**config.mk**
```make
export PLATFORM = sky130hd
export DESIGN_NAME = alu_op_sequencer
export DESIGN_NICKNAME = d
export VERILOG_FILES = /design/src/rtl/alu_op_sequencer_pkg.sv /design/src/rtl/alu_op_sequencer_result_fifo.sv /design/src/rtl/alu_op_sequencer.sv
export SDC_FILE = /design/constraint.sdc
export NUM_CORES = 1
export LEC_CHECK = 0
export ABC_CLOCK_PERIOD_IN_PS = 5490
export BUFFER_PORTS_ARGS = -buffer_cell sky130_fd_sc_hd__buf_2
export CAP_MARGIN = 10
export CORE_MARGIN = 2
export CORE_UTILIZATION = 29
export DETAILED_ROUTE_END_ITERATION = 8
export PLACE_DENSITY_LB_ADDON = 0.12
export SYNTH_ARGS = -nofsm -noshare
export SYNTH_HDL_FRONTEND = slang
export SYNTH_SLANG_ARGS = --single-unit
```
**constraint.sdc**
```tcl
create_clock -name clk -period 5.49 [get_ports clk]
set_clock_uncertainty 0.2 [all_clocks]
set_input_delay 0.8235 -clock clk [delete_from_list [all_inputs] [get_ports clk]]
set_output_delay 0.8235 -clock clk [all_outputs]
set_load 0.01 [all_outputs]
```
**src/rtl/alu_op_sequencer_pkg.sv**
```systemverilog
`default_nettype none
// ============================================================================
//  Module      : alu_pkg
//  Description : Shared types and constants for the ALU operation sequencer.
//  Revision    : 1.0 - initial release
// ============================================================================
package alu_pkg;

    localparam int DATA_W  = 4;
    localparam int FLAGS_W = 4;
    localparam int RES_W   = DATA_W + FLAGS_W;

    // Flag bit positions inside res_flags, giving the {N,Z,C,V} order.
    localparam int FLAG_N = 3;
    localparam int FLAG_Z = 2;
    localparam int FLAG_C = 1;
    localparam int FLAG_V = 0;

    typedef enum logic [1:0] {
        ST_IDLE    = 2'd0,
        ST_DRIVE   = 2'd1,
        ST_CAPTURE = 2'd2
    } state_t;

endpackage
`default_nettype wire

```
**src/rtl/alu_op_sequencer_result_fifo.sv**
```systemverilog
`default_nettype none
// ============================================================================
//  Module      : result_fifo
//  Description : Occupancy-counted result FIFO with a combinational head read.
//  Revision    : 1.0 - initial release
// ============================================================================
module result_fifo #(
    parameter int WIDTH = 8,
    parameter int DEPTH = 4
) (
    input  logic                     clk,
    input  logic                     rst_n,
    input  logic                     push,
    input  logic [WIDTH-1:0]         push_data,
    input  logic                     pop,
    output logic [WIDTH-1:0]         head,
    output logic                     full,
    output logic                     empty,
    output logic [$clog2(DEPTH):0]   count
);

    localparam int             PTR_W    = $clog2(DEPTH);
    localparam logic [PTR_W:0] FULL_CNT = (PTR_W + 1)'(DEPTH);

    logic [WIDTH-1:0] r_mem [DEPTH];
    logic [PTR_W-1:0] r_wr_ptr;
    logic [PTR_W-1:0] r_rd_ptr;
    logic [PTR_W:0]   r_count;
    logic             w_push;
    logic             w_pop;

    // Requests against a full/empty FIFO are dropped rather than corrupting state.
    assign w_push = push & (r_count != FULL_CNT);
    assign w_pop  = pop  & (r_count != '0);

    always_ff @(posedge clk or negedge rst_n) begin
        if (!rst_n) begin
            for (int i = 0; i < DEPTH; i++) begin
                r_mem[i] <= '0;
            end
            r_wr_ptr <= '0;
            r_rd_ptr <= '0;
            r_count  <= '0;
        end else begin
            if (w_push) begin
                r_mem[r_wr_ptr] <= push_data;
                r_wr_ptr        <= r_wr_ptr + 1'b1;
            end
            if (w_pop) begin
                r_rd_ptr <= r_rd_ptr + 1'b1;
            end
            case ({w_push, w_pop})
                2'b10:   r_count <= r_count + 1'b1;
                2'b01:   r_count <= r_count - 1'b1;
                default: r_count <= r_count;
            endcase
        end
    end

    assign head  = r_mem[r_rd_ptr];
    assign full  = (r_count == FULL_CNT);
    assign empty = (r_count == '0);
    assign count = r_count;

endmodule
`default_nettype wire

```
**src/rtl/alu_op_sequencer.sv**
```systemverilog
`default_nettype none
// ============================================================================
//  Module      : alu_op_sequencer
//  Description : Drives an external ALU over three cycles and queues results.
//  Revision    : 1.0 - initial release
// ============================================================================
module alu_op_sequencer
    import alu_pkg::*;
#(
    parameter int FIFO_DEPTH = 4
) (
    input  logic              clk,
    input  logic              rst_n,
    input  logic              cmd_valid,
    output logic              cmd_ready,
    input  logic [DATA_W-1:0] cmd_a,
    input  logic [DATA_W-1:0] cmd_b,
    input  logic [DATA_W-1:0] cmd_sel,
    input  logic              cmd_use_acc,
    output logic [DATA_W-1:0] alu_a,
    output logic [DATA_W-1:0] alu_b,
    output logic [DATA_W-1:0] alu_sel,
    input  logic [DATA_W-1:0] alu_y,
    input  logic              alu_n,
    input  logic              alu_z,
    input  logic              alu_c,
    input  logic              alu_v,
    output logic              res_valid,
    input  logic              res_ready,
    output logic [DATA_W-1:0] res_y,
    output logic [3:0]        res_flags,
    output logic [DATA_W-1:0] acc,
    output logic [7:0]        op_count
);

    localparam int CNT_W = $clog2(FIFO_DEPTH) + 1;

    state_t             r_state;
    logic [DATA_W-1:0]  r_alu_a;
    logic [DATA_W-1:0]  r_alu_b;
    logic [DATA_W-1:0]  r_alu_sel;
    logic [DATA_W-1:0]  r_acc;
    logic [7:0]         r_op_count;
    logic               r_ready_en;

    logic               w_cmd_ready;
    logic               w_push;
    logic [FLAGS_W-1:0] w_flags;
    logic [RES_W-1:0]   w_head;
    logic               w_fifo_full;
    logic               w_fifo_empty;
    logic [CNT_W-1:0]   w_fifo_count;

    always_comb begin
        w_flags         = '0;
        w_flags[FLAG_N] = alu_n;
        w_flags[FLAG_Z] = alu_z;
        w_flags[FLAG_C] = alu_c;
        w_flags[FLAG_V] = alu_v;
    end

    // r_ready_en keeps cmd_ready low throughout reset and rises on the first edge after it.
    assign w_cmd_ready = r_ready_en && (r_state == ST_IDLE) && !w_fifo_full;
    assign w_push      = (r_state == ST_CAPTURE);

    always_ff @(posedge clk or negedge rst_n) begin
        if (!rst_n) begin
            r_state    <= ST_IDLE;
            r_alu_a    <= '0;
            r_alu_b    <= '0;
            r_alu_sel  <= '0;
            r_acc      <= '0;
            r_op_count <= '0;
            r_ready_en <= 1'b0;
        end else begin
            r_ready_en <= 1'b1;
            case (r_state)
                ST_IDLE: begin
                    if (cmd_valid && w_cmd_ready) begin
                        r_alu_a   <= cmd_use_acc ? r_acc : cmd_a;
                        r_alu_b   <= cmd_b;
                        r_alu_sel <= cmd_sel;
                        r_state   <= ST_DRIVE;
                    end
                end
                ST_DRIVE: begin
                    r_state <= ST_CAPTURE;
                end
                ST_CAPTURE: begin
                    r_acc      <= alu_y;
                    r_op_count <= r_op_count + 8'd1;
                    r_state    <= ST_IDLE;
                end
                default: begin
                    r_state <= ST_IDLE;
                end
            endcase
        end
    end

    result_fifo #(
        .WIDTH (RES_W),
        .DEPTH (FIFO_DEPTH)
    ) u_result_fifo (
        .clk       (clk),
        .rst_n     (rst_n),
        .push      (w_push),
        .push_data ({alu_y, w_flags}),
        .pop       (res_ready),
        .head      (w_head),
        .full      (w_fifo_full),
        .empty     (w_fifo_empty),
        .count     (w_fifo_count)
    );

    // A command is only taken with a free slot, so the CAPTURE push can never overflow.
    a_no_overflow: assert property (@(posedge clk) disable iff (!rst_n)
        w_fifo_count <= CNT_W'(FIFO_DEPTH));

    assign cmd_ready = w_cmd_ready;
    assign alu_a     = r_alu_a;
    assign alu_b     = r_alu_b;
    assign alu_sel   = r_alu_sel;
    assign res_valid = !w_fifo_empty;
    assign res_y     = w_head[RES_W-1:FLAGS_W];
    assign res_flags = w_head[FLAGS_W-1:0];
    assign acc       = r_acc;
    assign op_count  = r_op_count;

endmodule
`default_nettype wire

```
; ---- Word level (Yosys, flattened, before mapping)
; Cells that the tools add are included.
[word_totals]
ff_bits = 66
inputBits = 25
output_inout_bits = 34
word_cells = 54
[classes]
addsub = 5
order_cmp = 3
eq_ne = 7
n_mux = 10
bitwise = 4
reduce_logical = 11
[op_table]
columns = operator, count
row1 = $bwmux W32, 1
row2 = $mux W8, 3
row3 = $bmux W8 S2, 1
row4 = $demux W8 S2, 1
row5 = $add A8 B1 Y8 const B, 1
row6 = $ge A3 B3 Y1 const B, 2
row7 = $not A2 Y3, 2
row8 = $pmux W3 S2, 1
row9 = $add A2 B1 Y2 const B, 2
row10 = $eq A2 B1 Y1 const B, 2
row11 = $eq A2 B2 Y1 const B, 2
row12 = $logic_and A1 B1 Y1, 4
row13 = $mux W4, 1
row14 = $pmux W2 S2, 1
row15 = $add A3 B1 Y3 const B, 1
row16 = $eq A3 B3 Y1 const B, 1
row17 = $logic_not A3 Y1, 1
row18 = $lt A3 B1 Y1 const B, 1
row19 = $ne A3 B3 Y1 const B, 1
row20 = $reduce_bool A3 Y1, 1
row21 = $sub A3 B1 Y3 const B, 1
row22 = $and A1 B1 Y1, 2
row23 = $logic_not A1 Y1, 2
row24 = $logic_not A2 Y1, 1
row25 = 4 further kinds, 4

; ---- Depth between registers and ports, before layout
; Gate-level depths: netlist of run 1.
[depth]
word_depth = 6
depth_mapped = 10

; ---- Cells and area by module
; From an unflattened synthesis of run 1, not the netlist that was laid out.
[unflattened]
hier_cells = 192
hier_area_um2 = 2884.0
[modules_own_cells]
columns = module, instances, cells_each, area_per_inst_um2, seq_area_each_um2
row1 = result_fifo, 1, 114, 1784.2, 975.9
row2 = alu_op_sequencer, 1, 78, 1099.8, 675.6

; ---- Worst setup path after synthesis of run 1
; Ideal clock, no wire load.
[synth_path]
kind = register to register
startpoint = register u_result_fifo.r_count[0] (netlist: u_result_fifo.count[0])
endpoint = register u_result_fifo.r_count[2] (netlist: u_result_fifo.count[2])
setup_time_ns = 0.079
arrival_ns = 2.095
required_time_ns = 5.211
setup_slack_ns = 3.116
stages_incl_launch_ff = 11
period_less_slack_ns = 2.374
path_cell_list = dfrtp_1 > or3b_1 > buf_6 > and2_1 > inv_1 > ha_1 > inv_1 > fa_1 > xor2_1 > nor2_1 > xor2_1
[synth_between]
elab_chain_len = 4
word_cells_on_any_way = 10
classes_between = add/sub (2) / eq/ne (3) / mux (1) / bitwise (2) / reduce/logical (2)
[synth_lines]
columns = item, line
row1 = "start, declared", alu_op_sequencer_result_fifo.sv:28  ; logic [PTR_W:0] r_count;
row2 = "start signal, assigned", alu_op_sequencer_result_fifo.sv:53  ; 2'b10: r_count <= r_count + 1'b1;
row3 = "start signal, assigned", alu_op_sequencer_result_fifo.sv:54  ; 2'b01: r_count <= r_count - 1'b1;
row4 = "start signal, assigned", alu_op_sequencer_result_fifo.sv:55  ; default: r_count <= r_count;
row5 = $ne A3 B3 Y1 or $reduce_bool A3 Y1 (tied branches), "alu_op_sequencer_result_fifo.sv:33, alu_op_sequencer_result_fifo.sv:34"
row6 = "$and A1 B1 Y1, on equally long branches", "alu_op_sequencer_result_fifo.sv:33, alu_op_sequencer_result_fifo.sv:34"
row7 = $eq A2 B1 Y1 or $eq A2 B2 Y1 (tied branches), alu_op_sequencer_result_fifo.sv:52  ; case ({w_push, w_pop})
row8 = $pmux W3 S2 or $reduce_bool A2 Y1 (tied branches), -
; Several ways; a longest one is shown, not always the timed one.
; A chain may end at the register's enable or synchronous reset.

; ---- Final worst setup path of run 1
[layout_path]
startpoint = register u_result_fifo.r_rd_ptr[0]
endpoint = output port res_y[1]
[layout_between]
elab_chain_len = 4
[layout_lines]
columns = item, line
row1 = "start, declared", alu_op_sequencer_result_fifo.sv:27  ; logic [PTR_W-1:0] r_rd_ptr;
row2 = "start signal, assigned", alu_op_sequencer_result_fifo.sv:50  ; r_rd_ptr <= r_rd_ptr + 1'b1;
row3 = $not A2 Y3 (implied by the code), alu_op_sequencer_result_fifo.sv:60  ; assign head = r_mem[r_rd_ptr];
row4 = $bmux W8 S2, alu_op_sequencer_result_fifo.sv:60
row5 = $mux W8 (implied by the code) (2 in series), alu_op_sequencer_result_fifo.sv:60
row6 = "end, declared", alu_op_sequencer.sv:30  ; output logic [DATA_W-1:0] res_y,
; Every way passes these cells. The select of a mux whose other input is x is not followed.

==> results of run 1 <==
cell type report:
class                      count  area share
sequential                    66       0.457
multi-input combinational    108       0.358
timing repair buffer          60      0.0844
tap                          136      0.0470
clock buffer                   9      0.0342
clock inverter                 7      0.0128
inverter                       7     0.00726
worst min path at each step:
stage,end,startpoint,cells past startpoint,slack [ps]
floorplan,r_state[1],r_state[1],1,230
global placement,r_state[1],r_state[1],1,250
detailed placement,op_count[7],op_count[7],1,260
CTS,u_result_fifo.r_mem[19],rst_n,1,220
global route,u_result_fifo.r_mem[19],rst_n,1,240
finish,u_result_fifo.r_mem[19],rst_n,1,230
stage by stage:
step                power, W  utilization  cell area [sq um]  std cells  setup WS [ps]
detailed placement   0.00162        0.335               3450        377           2930
floorplan            0.00137            -               3050        190           3120
global route         0.00210        0.352               3620        393           2470
finish               0.00195        0.352               3620        393           2610
CTS                  0.00199        0.352               3620        393           2540
global placement     0.00161        0.335               3450        377           2960
layer usage:
metal / vias up / global-route usage
met5: - / 0
met3: 7 / 0.0484
met2: 35 / 0.181
met1: 834 / 0.154
met4: 0 / 0.0306
li1: 796 / -
cell usage in the layout, fill, tap and decap left out, drive strengths merged, types with 6 or more instances in the layout:
cell / instances
dfrtp: 66
xnor2: 9
ha: 6
mux2: 53
buf: 60
inv: 7
mux4: 8
clkbuf: 9
and3: 6
state kept, by name (all words and copies together) (netlist names):
register / cells
acc: 4
alu_a: 4
alu_b: 4
alu_sel: 4
op_count: 8
r_ready_en: 1
r_state: 2
u_result_fifo.count: 3
u_result_fifo.r_mem: 32
u_result_fifo.r_rd_ptr: 2
u_result_fifo.r_wr_ptr: 2
critical path: stages (launching register included):
cell     delay [ps]
dfrtp_1         770
mux4_2          590
buf_2           150
Yosys cell counts, types with 2 or more instances:
cell,instances
nor2_1,2
nand2_1,4
and3_1,2
mux2_1,3
xor2_1,4
xnor2_1,9
buf_2,2
buf_6,5
nor2b_1,2
mux2_2,18
inv_1,7
ha_1,6
mux4_2,8
and3_4,4
mux2_4,32
nand4_1,3
dfrtp_1,66
power by group through the flow:
stage               Sequential (W)  Combinational (W)  Clock [W]
floorplan                 0.000840           0.000534          0
CTS                       0.000870           0.000745   0.000376
global placement          0.000876           0.000735          0
detailed placement        0.000875           0.000742          0
finish                    0.000864           0.000729   0.000356
global route              0.000898           0.000799   0.000400
kinds of logic after synthesis:
| family | synth area share |
|---|---|
| compound gates | 0.00451 |
| xor+xnor | 0.0373 |
| fa+ha+maj | 0.0312 |
| buf+inv | 0.0341 |
| flops | 0.542 |
| mux | 0.297 |
| other cells | 0.00123 |
| simple gates | 0.0525 |
==> flow_metrics.py, run 1 <==
metrics = {
    "power_and_ir_drop": {
        "p_switching_w": 0.000642,
        "p_per_area_nw_per_um2": 539,
        "p_leak_nw": 1.70,
        "combPwrFrac": 0.374,
        "p_int_w": 0.00131,
        "power.share.clock": 0.182,
        "swShare": 0.329,
        "max-vdd-ir-drop_mv": 0.140,
        "seq_power_share": 0.443,
    },
    "worst_setup_path": {
        "critPathCaptureType": "output pin",
        "r2r_setup_slack_ps": 2970,
        "worstPathMaxFanout": 10,
        "r2r_end": "u_result_fifo.count[2]",
        "worstSetupPathType": "reg -> out",
        "crit_path_start_kind": "flop",
        "crit_end": "res_y[1]",
        "arrival_ps": 1850,
        "worst_ep_required_time_ps": 4470,
        "cp-startpoint": "u_result_fifo.r_rd_ptr[0]",
        "reg2reg_depth": 9,
        "reg2reg_from": "u_result_fifo.count[0]",
    },
    "timing": {
        "slew_violations": 0,
        "slew_headroom": 0.561,
        "finalSetupTns_ps": 0,
        "finalSetupViolCount": 0,
        "period_share": 0.524,
        "tightest_slew_ps": 659,
        "min_period_ps": 2880,
        "fmax_mhz": 348,
        "rsz0062_at_grt": "no",
        "finalHoldViolCount": 0,
        "hold_ws_ps": 229,
    },
    "synth": {
        "yosysSeqAreaShare": 0.542,
        "synth-seq-cells": 66,
        "syn_area_per_cell_sq_um": 16.0,
        "synthTopCellsByArea": "dfrtp_1 (54%), mux2_4 (16%), mux2_2 (6.6%)",
        "synth_edf_count": 0,
        "synthDistinctLibCells": 30,
        "async_flop_share": 1.00,
        "ys.flop_type": "dfrtp_1",
        "yosysTopAreaCell": "dfrtp_1",
        "synth_top_area_frac": 0.542,
        "ys_warn_count": 0,
        "synth_cells": 190,
        "syn_nets": 222,
        "netlist_area_sq_um": 3050,
    },
    "place": {
        "place_congestion": 0.667,
        "io_buffers": 58,
        "hpwl_mm": 4.07,
    },
    "grt": {
        "grt_pass1_vias": 1774,
        "groute.usage.overall": 0.118,
        "antenna_found_initial": 0,
        "overflow": 0,
        "grt_pass1_wl_mm": 9.99,
        "grt_max_degree": 46,
    },
    "route": {
        "wirelength_mm": 6.01,
        "dr.first_iter.drc_count": 51,
        "wl_per_cell_um": 15.3,
        "drc_errors": 0,
        "first_pass_iters": 4,
        "vias_per_cell": 4.25,
        "vias": 1672,
        "highest_layer": "met4",
        "wl_met2_mm": 2.83,
        "wl_met3_um": 295,
        "antenna_left": 0,
        "wl_met1_mm": 2.83,
    },
    "clock_network": {
        "insertion_delay_ps": 340,
        "cts_tree": "yes",
        "cts_sinks": 66,
        "clock_path_buffers": 2,
        "numCtsBuffers": 9,
        "cts_hold_buf": 0,
        "htreeDepth": 3,
        "cts_repair_resize_count": 0,
        "clkTransAtPathRegs_ps": 80,
        "root_buffer": "clkbuf_8",
        "post_cts_buffers": 0,
    },
    "cells_and_area": {
        "drive_gt1_frac": 0.541,
        "fill_cells": 1027,
        "multi_input_area_sq_um": 1290,
        "antennaDiodeCount": 0,
        "seqCellArea_sq_um": 1650,
        "nNetsFinal": 284,
        "area_growth_pct": 18.6,
    },
    "die": {
        "die_h_um": 107,
        "initial_core_util": 0.297,
        "coreArea_sq_um": 10300,
        "rows": 37,
        "die_w_um": 107,
        "die_area_sq_um": 11400,
        "io_pins": 59,
    },
    "min_path": {
        "hold_class": "in -> async",
    },
    "run_status": {
        "outcome": "complete, no violations",
    },
    "job": {
        "maxCapViolCount": 0,
    },
}
No activity file was read; power rests on OpenSTA's default activity.
==> run 2: changes to the inputs <==
--- a/config.mk
+++ b/config.mk
@@ -5,7 +5,7 @@
 export SDC_FILE = /design/constraint.sdc
 export NUM_CORES = 1
 export LEC_CHECK = 0
-export ABC_CLOCK_PERIOD_IN_PS = 5490
+export ABC_CLOCK_PERIOD_IN_PS = 2400
 export BUFFER_PORTS_ARGS = -buffer_cell sky130_fd_sc_hd__buf_2
 export CAP_MARGIN = 10
 export CORE_MARGIN = 2
==> constraint.sdc (replaced) <==
create_clock -name clk -period 2.4 [get_ports clk]
set_clock_uncertainty 0.2 [all_clocks]
set_input_delay 0.36 -clock clk [delete_from_list [all_inputs] [get_ports clk]]
set_output_delay 0.36 -clock clk [all_outputs]
set_load 0.01 [all_outputs]
==> run 2 against run 1 <==
Against the previous run: first-iteration DRC count fell by 12%; routed wire length is 1.8% higher; core utilization grew 1.3 points.
==> flow_metrics.py, run 2 (synthesis gave the netlist of run 1 again) <==
metrics = {
    "cells_and_area": {
        "nNetsFinal": 293,
        "mostFrequentLayoutCell": "dfrtp_1",
        "area_growth_pct": 22.9,
        "finalNonFillerCells": 402,
        "final_cell_mix": "dfrtp_1 (66), buf_2 (58), mux2_4 (32)",
        "regMostFlops": "u_result_fifo.r_mem",
        "largest_register_ffs": 32,
        "post-route-cell-area_sq_um": 3750,
        "antennaDiodeCount": 0,
        "drive_gt1_frac": 0.560,
    },
    "timing": {
        "finalSetupViolCount": 0,
        "min_period_ps": 2240,
        "slew_violations": 0,
        "period_share": 0.934,
        "finalHoldViolCount": 0,
        "fin_ws_ps": 158,
        "rsz0062_at_grt": "no",
        "finalSetupTns_ps": 0,
        "fmax_mhz": 446,
    },
    "die": {
        "coreArea_sq_um": 10300,
        "die_h_um": 107,
        "rows": 37,
        "io_pins": 59,
        "initial_core_util": 0.297,
        "die_w_um": 107,
        "die_area_sq_um": 11400,
    },
    "power_and_ir_drop": {
        "finalPower_w": 0.00472,
        "max-vdd-ir-drop_mv": 0.383,
        "p_leak_nw": 1.77,
        "p_per_area_nw_per_um2": 1260,
    },
    "clock_network": {
        "numCtsBuffers": 9,
        "cts_sinks": 66,
        "insertion_delay_ps": 340,
        "clkTransAtPathRegs_ps": 70,
        "root_buffer": "clkbuf_8",
        "htreeDepth": 3,
        "cts_tree": "yes",
        "post_cts_buffers": 0,
        "clock_path_buffers": 2,
    },
    "worst_setup_path": {
        "cp_cell_sequence": "or3b_4 -> and2_4 -> inv_1 -> ha_2 -> inv_1 -> fa_2 -> xor2_1 -> nor2_1 -> xor2_1",
        "r2r_end": "u_result_fifo.count[2]",
        "reg2reg_from": "u_result_fifo.count[0]",
        "crit_end": "u_result_fifo.count[2]",
        "cp-startpoint": "u_result_fifo.count[0]",
        "critPathMaxStageDelay_ps": 390,
        "worstPathMaxFanout": 3,
        "worst_ep_required_time_ps": 2470,
        "r2r_setup_slack_ps": 160,
        "critPathCaptureType": "flop",
        "crit_path_start_kind": "flop",
        "arrival_ps": 2310,
        "reg2reg_depth": 9,
        "cp_slowest_cell": "or3b_4",
        "worstSetupPathType": "reg -> reg",
    },
    "route": {
        "drc_errors": 0,
        "antenna_left": 0,
        "wirelength_mm": 6.12,
        "wl_per_cell_um": 15.2,
        "dr.first_iter.drc_count": 45,
        "vias": 1740,
        "vias_per_cell": 4.33,
        "first_pass_iters": 3,
    },
    "grt": {
        "grt_max_degree": 37,
        "grt_pass1_wl_mm": 10.0,
        "antenna_found_initial": 0,
        "overflow": 0,
        "groute.usage.overall": 0.119,
        "grt_pass1_vias": 1843,
    },
    "place": {
        "dpl-instance-area_sq_um": 3510,
        "place_ws_ps": 96.4,
        "place_congestion": 0.682,
        "dp.cells": 384,
        "io_buffers": 58,
        "hpwl_mm": 4.22,
    },
    "run_status": {
        "outcome": "complete, no violations",
    },
    "min_path": {
        "hold_class": "in -> reg",
        "worstHoldStart": "cmd_b[0]",
    },
    "job": {
        "maxCapViolCount": 0,
    },
}
## run 2: cell types whose count changed in the layout (fill, tap and decap cells not counted), sizes merged
cell         before  now
dlygate4sd3       0    2
clkinvlp          3    2
clkbuf            9   12
buf              60   67
bufinv            0    1
clkinv            4    1
## run 2: worst min path at each step
stage                              endpoint  slack [ps]  depth (start not counted)
detailed placement  u_result_fifo.r_mem[16]         130                          1
global route                       alu_b[0]          20                          2
finish                             alu_b[0]          40                          2
CTS                                alu_b[0]           8                          2
global placement    u_result_fifo.r_mem[16]         120                          1
floorplan                            acc[0]        -140                          0
## run 2: through the flow
stage,utilization,hold slack (ps)
3_3_place_gp,0.342,121
2_1_floorplan,-,-136
6_report,0.365,39.2
5_1_grt,0.365,19.1
3_5_place_dp,0.342,128
4_1_cts,0.364,7.64
## run 2: worst max-delay path: cells and delay by family, from the launching register on
kind	cells	cell delay [ps]
DFF	1	380
xor gates and xnor gates	2	280
buffers and inverters	2	110
and+or+nand+nor	3	690
adders and majority gates	2	510
## run 2: what timing repair did
item,CTS,global route
gates resized for setup,0,4
endpoints found under the hold margin,16,0
hold buffers,2,0
endpoints found under the setup margin,0,1
## run 2: where the power goes
part	internal (W)	switching (W)	leakage [nW]	total, W
clock	0.000535	0.000440	0.0986	0.000975
sequential	0.00160	0.000314	0.818	0.00191
combinational	0.00110	0.000729	0.848	0.00183
total	0.00323	0.00148	1.77	0.00472
## run 2: layer usage
metal	track usage	share of wire	vias to the layer above
met2	0.175	0.47	35
li1	-	-	808
met4	0.0445	0.011	0
met3	0.0460	0.048	7
met1	0.158	0.47	890
met5	0	0	-
## run 2: layout make-up
cell class | instances | area (sq um)
Inverter | 7 | 26.3
Sequential cell | 66 | 1650
Clock inverter | 4 | 50.0
Multi-Input combinational cell | 108 | 1300
Timing Repair Buffer | 69 | 390
Clock buffer | 12 | 155
Fill cell | 1034 | 6530
Tap cell | 136 | 170
